[config.mk]
export PLATFORM = sky130hd
export DESIGN_NAME = bit_serializer
export DESIGN_NICKNAME = d
export VERILOG_FILES = /design/src/rtl/bit_serializer_pkg.sv /design/src/rtl/bit_serializer_hold_buf.sv /design/src/rtl/bit_serializer.sv
export SDC_FILE = /design/constraint.sdc
export NUM_CORES = 1
export LEC_CHECK = 0
export CORE_ASPECT_RATIO = 0.9
export CORE_MARGIN = 5
export CORE_UTILIZATION = 45
export CTS_CLUSTER_DIAMETER = 60
export DETAILED_ROUTE_END_ITERATION = 16
export PLACE_DENSITY = 0.81
export SYNTH_ARGS = -nofsm -noshare
export SYNTH_HDL_FRONTEND = slang
export SYNTH_HIERARCHICAL = 1
export SYNTH_SLANG_ARGS = --single-unit
[constraint.sdc]
create_clock -name clk -period 5.7 [get_ports clk]
set_input_delay 1.14 -clock clk [delete_from_list [all_inputs] [get_ports clk]]
set_output_delay 1.14 -clock clk [all_outputs]
set_load 0.02 [all_outputs]
[src/rtl/bit_serializer_pkg.sv]
// Shared definitions for the bit serializer: shifter FSM states and the
// default word width used by the serializer and the detector bench.
package bit_serializer_pkg;

    localparam int DEFAULT_WIDTH = 8;

    typedef enum logic {
        S_IDLE  = 1'b0,
        S_SHIFT = 1'b1
    } state_t;

endpackage : bit_serializer_pkg

[src/rtl/bit_serializer_hold_buf.sv]
// One-entry holding register with a full flag. Written when a word arrives
// while the shifter is busy, popped when the shifter reloads.
module hold_buf #(
    parameter int WIDTH = 8
) (
    input  logic             clk,
    input  logic             rst,
    input  logic             wr_en,
    input  logic [WIDTH-1:0] wr_data,
    input  logic             rd_en,
    output logic [WIDTH-1:0] rd_data,
    output logic             full
);

    logic [WIDTH-1:0] data_q;

    always_ff @(posedge clk) begin
        // NOTE: sequential state uses non-blocking assignments so every
        // register samples pre-edge values regardless of statement order.
        if (rst) begin
            full <= 1'b0;
        end else if (wr_en) begin
            full <= 1'b1;
        end else if (rd_en) begin
            full <= 1'b0;
        end
    end

    // NOTE: the payload register is not reset; the full flag alone decides
    // whether its contents mean anything, so reset only has to clear the flag.
    always_ff @(posedge clk) begin
        if (wr_en) begin
            data_q <= wr_data;
        end
    end

    assign rd_data = data_q;

endmodule : hold_buf

[src/rtl/bit_serializer.sv]
// Parallel-to-serial converter with a one-word holding buffer so that
// consecutive words stream out with no idle cycle between them.
module bit_serializer
    import bit_serializer_pkg::*;
#(
    parameter int WIDTH     = DEFAULT_WIDTH,
    parameter bit MSB_FIRST = 1'b1
) (
    input  logic             clk,
    input  logic             rst,
    input  logic [WIDTH-1:0] in_data,
    input  logic             in_valid,
    output logic             in_ready,
    output logic             dout,
    output logic             dout_valid,
    output logic             busy
);

    localparam int CNT_W = $clog2(WIDTH);
    localparam logic [CNT_W-1:0] LAST_IDX = CNT_W'(WIDTH - 1);

    state_t           state;
    logic [CNT_W-1:0] bit_cnt;
    logic [WIDTH-1:0] shift_q;

    logic             hold_full;
    logic [WIDTH-1:0] hold_data;

    logic             xfer;
    logic             load_slot;
    logic             hold_pop;
    logic             hold_wr;
    logic             load;
    logic [WIDTH-1:0] load_word;

    logic [WIDTH-1:0] next_word;
    logic [CNT_W-1:0] next_idx;
    logic [CNT_W-1:0] sel_idx;
    logic             next_bit;

    assign in_ready = !hold_full && !rst;
    assign xfer     = in_valid && in_ready;

    // The shifter may take a new word when idle or while its last bit is out.
    assign load_slot = (state == S_IDLE) || (bit_cnt == LAST_IDX);
    assign hold_pop  = load_slot && hold_full;
    assign hold_wr   = xfer && !load_slot;
    assign load      = hold_pop || (load_slot && xfer);
    assign load_word = hold_full ? hold_data : in_data;

    hold_buf #(
        .WIDTH (WIDTH)
    ) u_hold_buf (
        .clk     (clk),
        .rst     (rst),
        .wr_en   (hold_wr),
        .wr_data (in_data),
        .rd_en   (hold_pop),
        .rd_data (hold_data),
        .full    (hold_full)
    );

    // Bit that dout must present after this edge, from either the word being
    // loaded (index 0) or the current word (next index).
    always_comb begin
        // NOTE: every signal gets a default first so no path leaves it
        // unassigned, which would otherwise infer a latch.
        next_word = shift_q;
        next_idx  = bit_cnt + 1'b1;
        if (load) begin
            next_word = load_word;
            next_idx  = '0;
        end
        sel_idx  = MSB_FIRST ? (LAST_IDX - next_idx) : next_idx;
        next_bit = next_word[sel_idx];
    end

    always_ff @(posedge clk) begin
        if (rst) begin
            state      <= S_IDLE;
            bit_cnt    <= '0;
            dout       <= 1'b0;
            dout_valid <= 1'b0;
        end else if (load) begin
            state      <= S_SHIFT;
            bit_cnt    <= '0;
            dout       <= next_bit;
            dout_valid <= 1'b1;
        end else if (load_slot) begin
            state      <= S_IDLE;
            bit_cnt    <= '0;
            dout       <= 1'b0;
            dout_valid <= 1'b0;
        end else begin
            bit_cnt <= bit_cnt + 1'b1;
            dout    <= next_bit;
        end
    end

    always_ff @(posedge clk) begin
        if (load) begin
            shift_q <= load_word;
        end
    end

    assign busy = (state == S_SHIFT) || hold_full;

endmodule : bit_serializer

# --- Word-level counts from Yosys, hierarchy flattened ---
# Index checks and enable logic that the tools add are counted.
op_classes:
  mul: 0
  div_mod_pow: 0
  add_sub_neg: 2
  n_mux: 11
  reduce_logical: 14
  order_cmp: 1
  bitwise: 1
  shifts: 0
  n_eq_ne: 1
ops:
  columns: ["op", "count"]
  rows:
  - ["$mux 8", 2]
  - ["$mux 1", 7]
  - ["$logic_and 1x1->1", 5]
  - ["$lt 3x4->1 const B", 1]
  - ["$reduce_bool 2->1", 2]
  - ["$add 3x1->3 const B", 1]
  - ["$bmux 1 s3", 1]
  - ["$eq 3x3->1 const B", 1]
  - ["$logic_not 1->1", 3]
  - ["$logic_or 1x1->1", 3]
  - ["$mux 3", 1]
  - ["$reduce_or 3->1", 1]
  - ["$sub 3x3->3 const A", 1]
  - ["$not 1->1", 1]
word_totals:
  memories: 0
  mem_bits_rw: 0
  latch_bits: 0
  rom_bits: 0
  out_inout_bits: 4
  register_bits: 22
  in_bits: 11
  wordCells: 36

# --- Longest topological paths before layout ---
# Gate-level depths: netlist of run 1.
depth:
  depth_word: 11
  depth_mapped: 8
  ltp_nobuf: 6

# --- By module ---
# Netlist of run 1, hierarchy kept.
modules_own_cells:
  columns: ["module", "n_inst", "area_each_um2", "cells_each", "seq_area_each_um2"]
  rows:
  - ["bit_serializer", 1, 611.8, 59, 260.2]
  - ["hold_buf", 1, 279.0, 12, 260.2]

# --- Worst setup path before layout of run 1 ---
# OpenSTA, ideal clock, no wires.
synth_timing:
  kind: "in2reg"
  start: "input port rst"
  end: "register u_hold_buf.data_q[0] (netlist: u_hold_buf/rd_data[0]), enable pin"
  setup_ns: 0.401
  n_path_buf: 0
  arrival_time_ns: 2.199
  setup_slack_ns: 3.099
  required_ns: 5.299
  path_stages: 1
  cell_sequence: "nor4b_1"
synth_via:
  elab_chain_len: 4
synth_lines:
  columns: ["element", "line", "text"]
  rows:
  - ["from (decl)", "bit_serializer.sv:10", "input logic rst,"]
  - ["$logic_not 1->1", "bit_serializer.sv:41", "assign in_ready = !hold_full && !rst;"]
  - ["$logic_and 1x1->1", "bit_serializer.sv:41", null]
  - ["$logic_and 1x1->1", "bit_serializer.sv:42", "assign xfer = in_valid && in_ready;"]
  - ["$logic_and 1x1->1", "bit_serializer.sv:47", "assign hold_wr = xfer && !load_slot;"]
  - ["to (signal assigned)", "bit_serializer_hold_buf.sv:33", "data_q <= wr_data;"]
  - ["to (decl)", "bit_serializer_hold_buf.sv:15", "logic [WIDTH-1:0] data_q;"]
# No other way between the ends.
# A chain may end at the register's enable or synchronous reset.

# --- Final worst setup path of run 1 ---
layout_timing:
  start: "input port rst"
  end: "output port in_ready"
layout_via:
  elab_chain_len: 2
layout_lines:
  columns: ["element", "line", "text"]
  rows:
  - ["$logic_not 1->1", "bit_serializer.sv:41", null]
  - ["$logic_and 1x1->1", "bit_serializer.sv:41", null]
  - ["to (decl)", "bit_serializer.sv:13", "output logic in_ready,"]
# No other way between the ends.

==> results.md, run 1 <==
- Post-Syn Instances: 71
- Placed cells: approximately 110
- Fin crit share: 63.3%
- Initial antenna violation count: 0
- Hold depth: 2
- Worst Path Buf+Inv: 2
- # diodes: 0
- Port bufs: 14
- # DRC: 0
- Synth cell types: 23
- Final Hold Fails: 0
- # H-tree levels: 1
- Placed cell area: between 1000 and 1500 um2
- Crit path max fanout: 8
- Number of clock sinks: 22
- Slew HR: 29.3%
- Leakage power: about 0.39 nW
- Area of the core: roughly 1900 um2
- Final ANT Viol Nets: 0
- Crit-path slowest cell: clkdlybuf4s50_1
- Share of Yosys cell area claimed by the top area cell type: 31.5%
- Post-CTS setup buffers: 0
- Fraction of registers with async set or reset after synthesis: 0%
- Pin count of the biggest net entering global routing: 17
- GR peak layer: met2
- RSZ-0062 raised after global routing: no
- Seq/Total Area, Yosys: about three fifths
- CP required: about 4.6 ns
- Setup-failing EPs final: 0
- DRT iter0 DRCs: 8
- Average size of a mapped cell: 12.5 um2
- Family with the most delay on the worst path: buffers and inverters
- Tot GR Track Use: approximately 11%
- CTS Root Cell: clkbuf_4
- Worst-skew pair later-pin latency: about 0.30 ns
- VDD IR max: between 0.15 and 0.2 mV
- Post_cts resized: 0
- Fin area: between 1000 and 1500 um2
- Commonest cells post-synth: dfxtp_1, edfxtp_1, mux2i_1, o21ai_0, nand2_1
- Routing usage on met3: under 10%
- Yosys top cell by area: dfxtp_1
- Post-CTS Hold Buffers: 0
- Most frequent cell after synthesis: dfxtp_1
- FF-to-FF Start: bit_cnt[0]$_SDFF_PP0_
- Tot Pwr: around 0.32 mW
- Place WS: between 2 and 2.5 ns
- First-pass GRT wire length: around 2.3 mm
- Setup crit end kind: primary output
- Num ports: 15
- GPL Wtd Cong: about 0.75
- Setup_tns: 0 ns
- Most used cell along the critical path: clkdlybuf4s50_1
- Clk slew on worst S/H paths: 0.12 ns
- Critical-path cell list: clkdlybuf4s50_1, nor2_1, clkdlybuf4s50_1
- Vias in the first global route: around 550
- Final slew viol count: 0
- Seq cells post-synth: 22
- GRT met1 Usage: roughly an eighth
- Syn_nets: 84
- Via density: ~5.0
- Run status: completed
- Worst path max stage delay: approximately 0.62 ns
- Depth of the worst register-to-register path: 4
- Clock tree buffer depth: 2
- Hold slack: 0.465 ns
- CTS tree: yes
- R2R Setup Slk: 3.34 ns
- Synth top area cells: dfxtp_1, edfxtp_1, mux2i_1
- Share of layout cells above drive strength 1: ~14%
- Worst Hold End: shift_q[1]$_DFF_P_
- Initial Util: 47.0%
- Drt first pass iters: 3
- Hold_sp: shift_q[1]$_DFF_P_
- Synthesized area: 891 um2
- Overflow after GRT: 0
- Skew final: 0.00397 ns
- Peak Freq: 277 MHz
- Post-synth EDFFs: 8
- CTS buffer count: 3
- Met2 usage: between 15 and 20%
- HP Class: flop to flop
- Via count: 550
- Row count: 15
- Pwr Density: between 200 and 300 nW/um2
- Utilization after layout: a little under three fifths
- Post-layout minimum cycle time: roughly 3.6 ns
- Final nets: 100
- Final setup margin: around 2.1 ns
- Actual slew at the worst max-slew pin: 1.06 ns
- Layout Area Growth over Synthesis: 21.8%
- Avg WL per Cell: approximately 13 um
- Worst Setup Path Type: primary input to primary output
- Data arrival time of the critical path: ~2.5 ns
- Die W: roughly 57 um
- DIE AREA: about 3000 um2
- WL final: 1.39 mm
- Final non-filler cell total: 111
- Main synth FF type: dfxtp_1
- Startpoint Class: primary input
- R2r endpoint: u_hold_buf/rd_data[5]$_DFFE_PP_
- Die height: between 50 and 60 um
- Synth warn: 6
- Max Cap Viol: 0
-- logic make-up after synthesis --
| group | count (synthesis) | synth area share, % |
|---|---|---|
| mux | 12 | 16.6 |
| buf+inv | 5 | 3.09 |
| flops | 22 | 58.4 |
| fa+ha+maj | 2 | 2.81 |
| compound gates | 12 | 8.85 |
| simple gates | 18 | 10.3 |
-- worst max-delay path by stage --
stage               depth (start not counted)                              end  slack (ns)  from
floorplan                                   1  u_hold_buf/rd_data[0]$_DFFE_PP_        3.10   rst
global placement                            3                         in_ready        2.12   rst
detailed placement                          3                         in_ready        2.09   rst
CTS                                         3                         in_ready        2.09   rst
global route                                3                         in_ready        2.03   rst
finish                                      3                         in_ready        2.09   rst
-- report_power, final --
part           internal, mW  switching (mW)  total (mW)
clock network        0.0390          0.0447      0.0837
logic                0.0288          0.0208      0.0496
registers             0.180          0.0106       0.191
-- area by class of cell --
cell class                 instances  area (um2)
tap                               25        31.3
sequential                        22         520
multi-input combinational         44         349
clock buffer                       4        36.3
inverter                           2        7.51
timing repair buffer              14         140
fill                             170         811
-- cell usage in the layout, fill, tap and decap left out --
cell	synthesis	final
o21ai_0	8	8
dfxtp_1	14	14
nor3_1	2	2
nor3b_1	1	1
mux2_2	2	2
mux4_2	2	2
a21oi_1	1	1
nor2b_1	1	1
clkbuf_4	0	3
clkbuf_8	0	1
o2bb2ai_1	1	1
or2_2	1	1
nor4b_2	0	1
nor2_1	2	2
and2_1	1	1
ha_1	2	2
mux2i_1	8	8
nand2b_1	2	2
a21oi_2	1	1
clkdlybuf4s50_1	0	14
edfxtp_1	8	8
o21ai_4	1	1
inv_1	2	2
nand2_1	7	7
-- state kept, by name (all words and copies together), names as in the netlist --
register and cells:
dout 1, u_hold_buf/rd_data 8, shift_q 8, bit_cnt 3
state 1, u_hold_buf/full 1
-- routing by layer --
layer	part of all wire [%]	routed length [um]
met5	0	0
met4	2.1	29
met3	6.6	91
met2	45	628
met1	46	638
-- worst register-to-register path, delay by kind of cell (launching register included) --
kind,cells,cell delay (ns)
simple gates,2,1.24
fa+ha+maj,2,0.38
flops,1,0.37
(Power assumes the default switching activity.)
==> run 2: changes to the inputs <==
Clock period 5.7 ns to 3.5 ns, I/O delays scaled along.
==> results.md, run 2 (same netlist as run 1, synthesis figures left out) <==
- Overflow after GRT: 0 (unchanged)
- Post-layout minimum cycle time: about 2.7 ns
- Run status: completed (unchanged)
- Pwr Density: 468 nW/um2 (was 299 nW/um2)
- Tot Pwr: 0.506 mW (was 0.324 mW)
- Worst Path Buf+Inv: 2 (unchanged)
- Post-CTS setup buffers: 0 (unchanged)
- DIE AREA: 2970 um2 (unchanged)
- FF-to-FF Start: bit_cnt[0]$_SDFF_PP0_ (unchanged)
- Row count: 15 (unchanged)
- Post_cts resized: 0 (unchanged)
- Share of layout cells above drive strength 1: 13.8% (was 14.0%)
- # DRC: 0 (unchanged)
- DP Wirelength: ~1.0 mm
- Actual slew at the worst max-slew pin: 0.765 ns (was 1.06 ns)
- Num ports: 15 (unchanged)
- DRT iter0 DRCs: 8 (unchanged)
- Placed cell area: 1060 um2 (was 1050 um2)
- RSZ-0062 raised after global routing: no (unchanged)
- Setup crit end kind: primary output (unchanged)
- Final non-filler cell total: 112 (was 111)
- Crit path max fanout: 8 (unchanged)
- VDD IR max: 0.375 mV (was 0.156 mV)
- Peak Freq: approximately 370 MHz
- Worst Hold End: shift_q[1]$_DFF_P_ (unchanged)
- Final slew viol count: 0 (unchanged)
- Area of the core: 1900 um2 (unchanged)
- # H-tree levels: 1 (unchanged)
- Slew HR: 48.9% (was 29.3%)
- Worst-skew pair later-pin latency: 0.31 ns (was 0.30 ns)
- Utilization after layout: 57.1% (was 57.2%)
- Avg WL per Cell: 12.6 um (was 12.5 um)
- Hold depth: 2 (unchanged)
- Fin crit share: 78.2%
- # diodes: 0 (unchanged)
- Number of clock sinks: 22 (unchanged)
- Die height: 52.2 um (unchanged)
- Crit-path slowest cell: clkdlybuf4s50_1 (unchanged)
- Worst Setup Path Type: primary input to primary output (unchanged)
- CTS tree: yes (unchanged)
- Most frequent cells in the layout: dfxtp_1, clkdlybuf4s50_1, mux2i_1, o21ai_0, edfxtp_1 (unchanged)
- Final nets: 101 (was 100)
- R2r endpoint: u_hold_buf/rd_data[1]$_DFFE_PP_ (was u_hold_buf/rd_data[5]$_DFFE_PP_)
- Initial antenna violation count: 0 (unchanged)
- Depth of the worst register-to-register path: 5 (was 4)
- WL final: 1.42 mm (was 1.39 mm)
- Layout filler cell count: 163 (was 170)
- Post-CTS Hold Buffers: 0 (unchanged)
- Tot GR Track Use: 10.9% (was 10.8%)
- Leakage power: 0.389 nW (about the same)
- Hold_sp: shift_q[1]$_DFF_P_ (unchanged)
- Drt first pass iters: 2 (was 3)
- Setup_tns: 0 ns (unchanged)
- CP required: 2.80 ns (was 4.56 ns)
- Startpoint Class: primary input (unchanged)
- Final ANT Viol Nets: 0 (unchanged)
- Critical-path cell list: clkdlybuf4s50_1, nor2_1, clkdlybuf4s50_1 (unchanged)
- CTS Root Cell: clkbuf_4 (unchanged)
- Setup-failing EPs final: 0 (unchanged)
- Worst path max stage delay: 0.62 ns (about the same)
- Clock tree buffer depth: 2 (unchanged)
- HP Class: flop to flop (unchanged)
- Placed cells: 108 (was 107)
- Clk slew on worst S/H paths: 0.11 ns (was 0.12 ns)
- Most used cell along the critical path: clkdlybuf4s50_1 (unchanged)
- GPL Wtd Cong: 0.716 (was 0.746)
- Final Hold Fails: 0 (unchanged)
- Via count: 568 (was 550)
- Die W: 56.9 um (unchanged)
- Layout Area Growth over Synthesis: 21.5% (was 21.8%)
- Via density: 5.07 (was 4.95)
- Fin area: 1080 um2 (about the same)
- Data arrival time of the critical path: 2.04 ns (was 2.47 ns)
- Vias in the first global route: 572 (was 549)
- Port bufs: 14 (unchanged)
- R2R Setup Slk: 1.64 ns (was 3.34 ns)
- Initial Util: 47.0% (unchanged)
- Max Cap Viol: 0 (unchanged)
- Pin count of the biggest net entering global routing: 17 (unchanged)
- Skew final: 0.00347 ns (was 0.00397 ns)
- Family with the most delay on the worst path: buffers and inverters (unchanged)
- CTS buffer count: 3 (unchanged)
- First-pass GRT wire length: 2.37 mm (was 2.30 mm)
## run 2: changes by cell type in the layout (fill, tap and decap cells not counted)
cell      delta
clkbuf_8     -1
clkinv_1     +1
buf_4        +1
## run 2: final cells by class
class	instances	area (um2)	area share, %
Clock buffer	3	22.5	2.08
Sequential cell	22	520	48.1
Inverter	2	7.51	0.694
Clock inverter	1	3.75	0.347
Multi-Input combinational cell	44	349	32.3
Timing Repair Buffer	15	148	13.6
Tap cell	25	31.3	2.89
## run 2: power breakdown
| group | total [mW] | internal [mW] | switching [mW] |
|---|---|---|---|
| combinational | 0.0824 | 0.0476 | 0.0348 |
| clock | 0.115 | 0.0417 | 0.0730 |
| sequential | 0.309 | 0.294 | 0.0154 |
| total | 0.506 | 0.383 | 0.123 |
## run 2: worst reg2reg max path: stages, from the launching register on
cell	delay [ns]
dfxtp_1	0.38
ha_1	0.22
ha_1	0.17
nand2b_1	0.29
nor4b_2	0.30
buf_4	0.23
## run 2: metal layers
layer	global-route usage [%]	wire length [um]	part of all wire, %	up-vias
met4	4.63	19	1.3	0
met1	11.6	668	47	257
li1	-	-	-	290
met5	0	0	0	-
met3	5.17	101	7.1	4
met2	18.4	625	44	17
## run 2: worst max path at each step
stage	startpoint	endpoint	slack, ns	depth (start not counted)
5_1_grt	rst	in_ready	0.72	3
2_1_floorplan	bit_cnt[0]$_SDFF_PP0_	u_hold_buf/rd_data[0]$_DFFE_PP_	1.07	5
4_1_cts	rst	in_ready	0.76	3
3_5_place_dp	rst	in_ready	0.76	3
3_3_place_gp	rst	in_ready	0.79	3
6_report	rst	in_ready	0.76	3
## run 2: stage by stage
step                      worst slack [ns]  hold slack (ns)
after global routing                 0.723            0.497
after floorplan                       1.07            0.420
final                                0.763            0.465
after global placement               0.795            0.432
after detailed placement             0.762            0.442
after CTS                            0.758            0.471
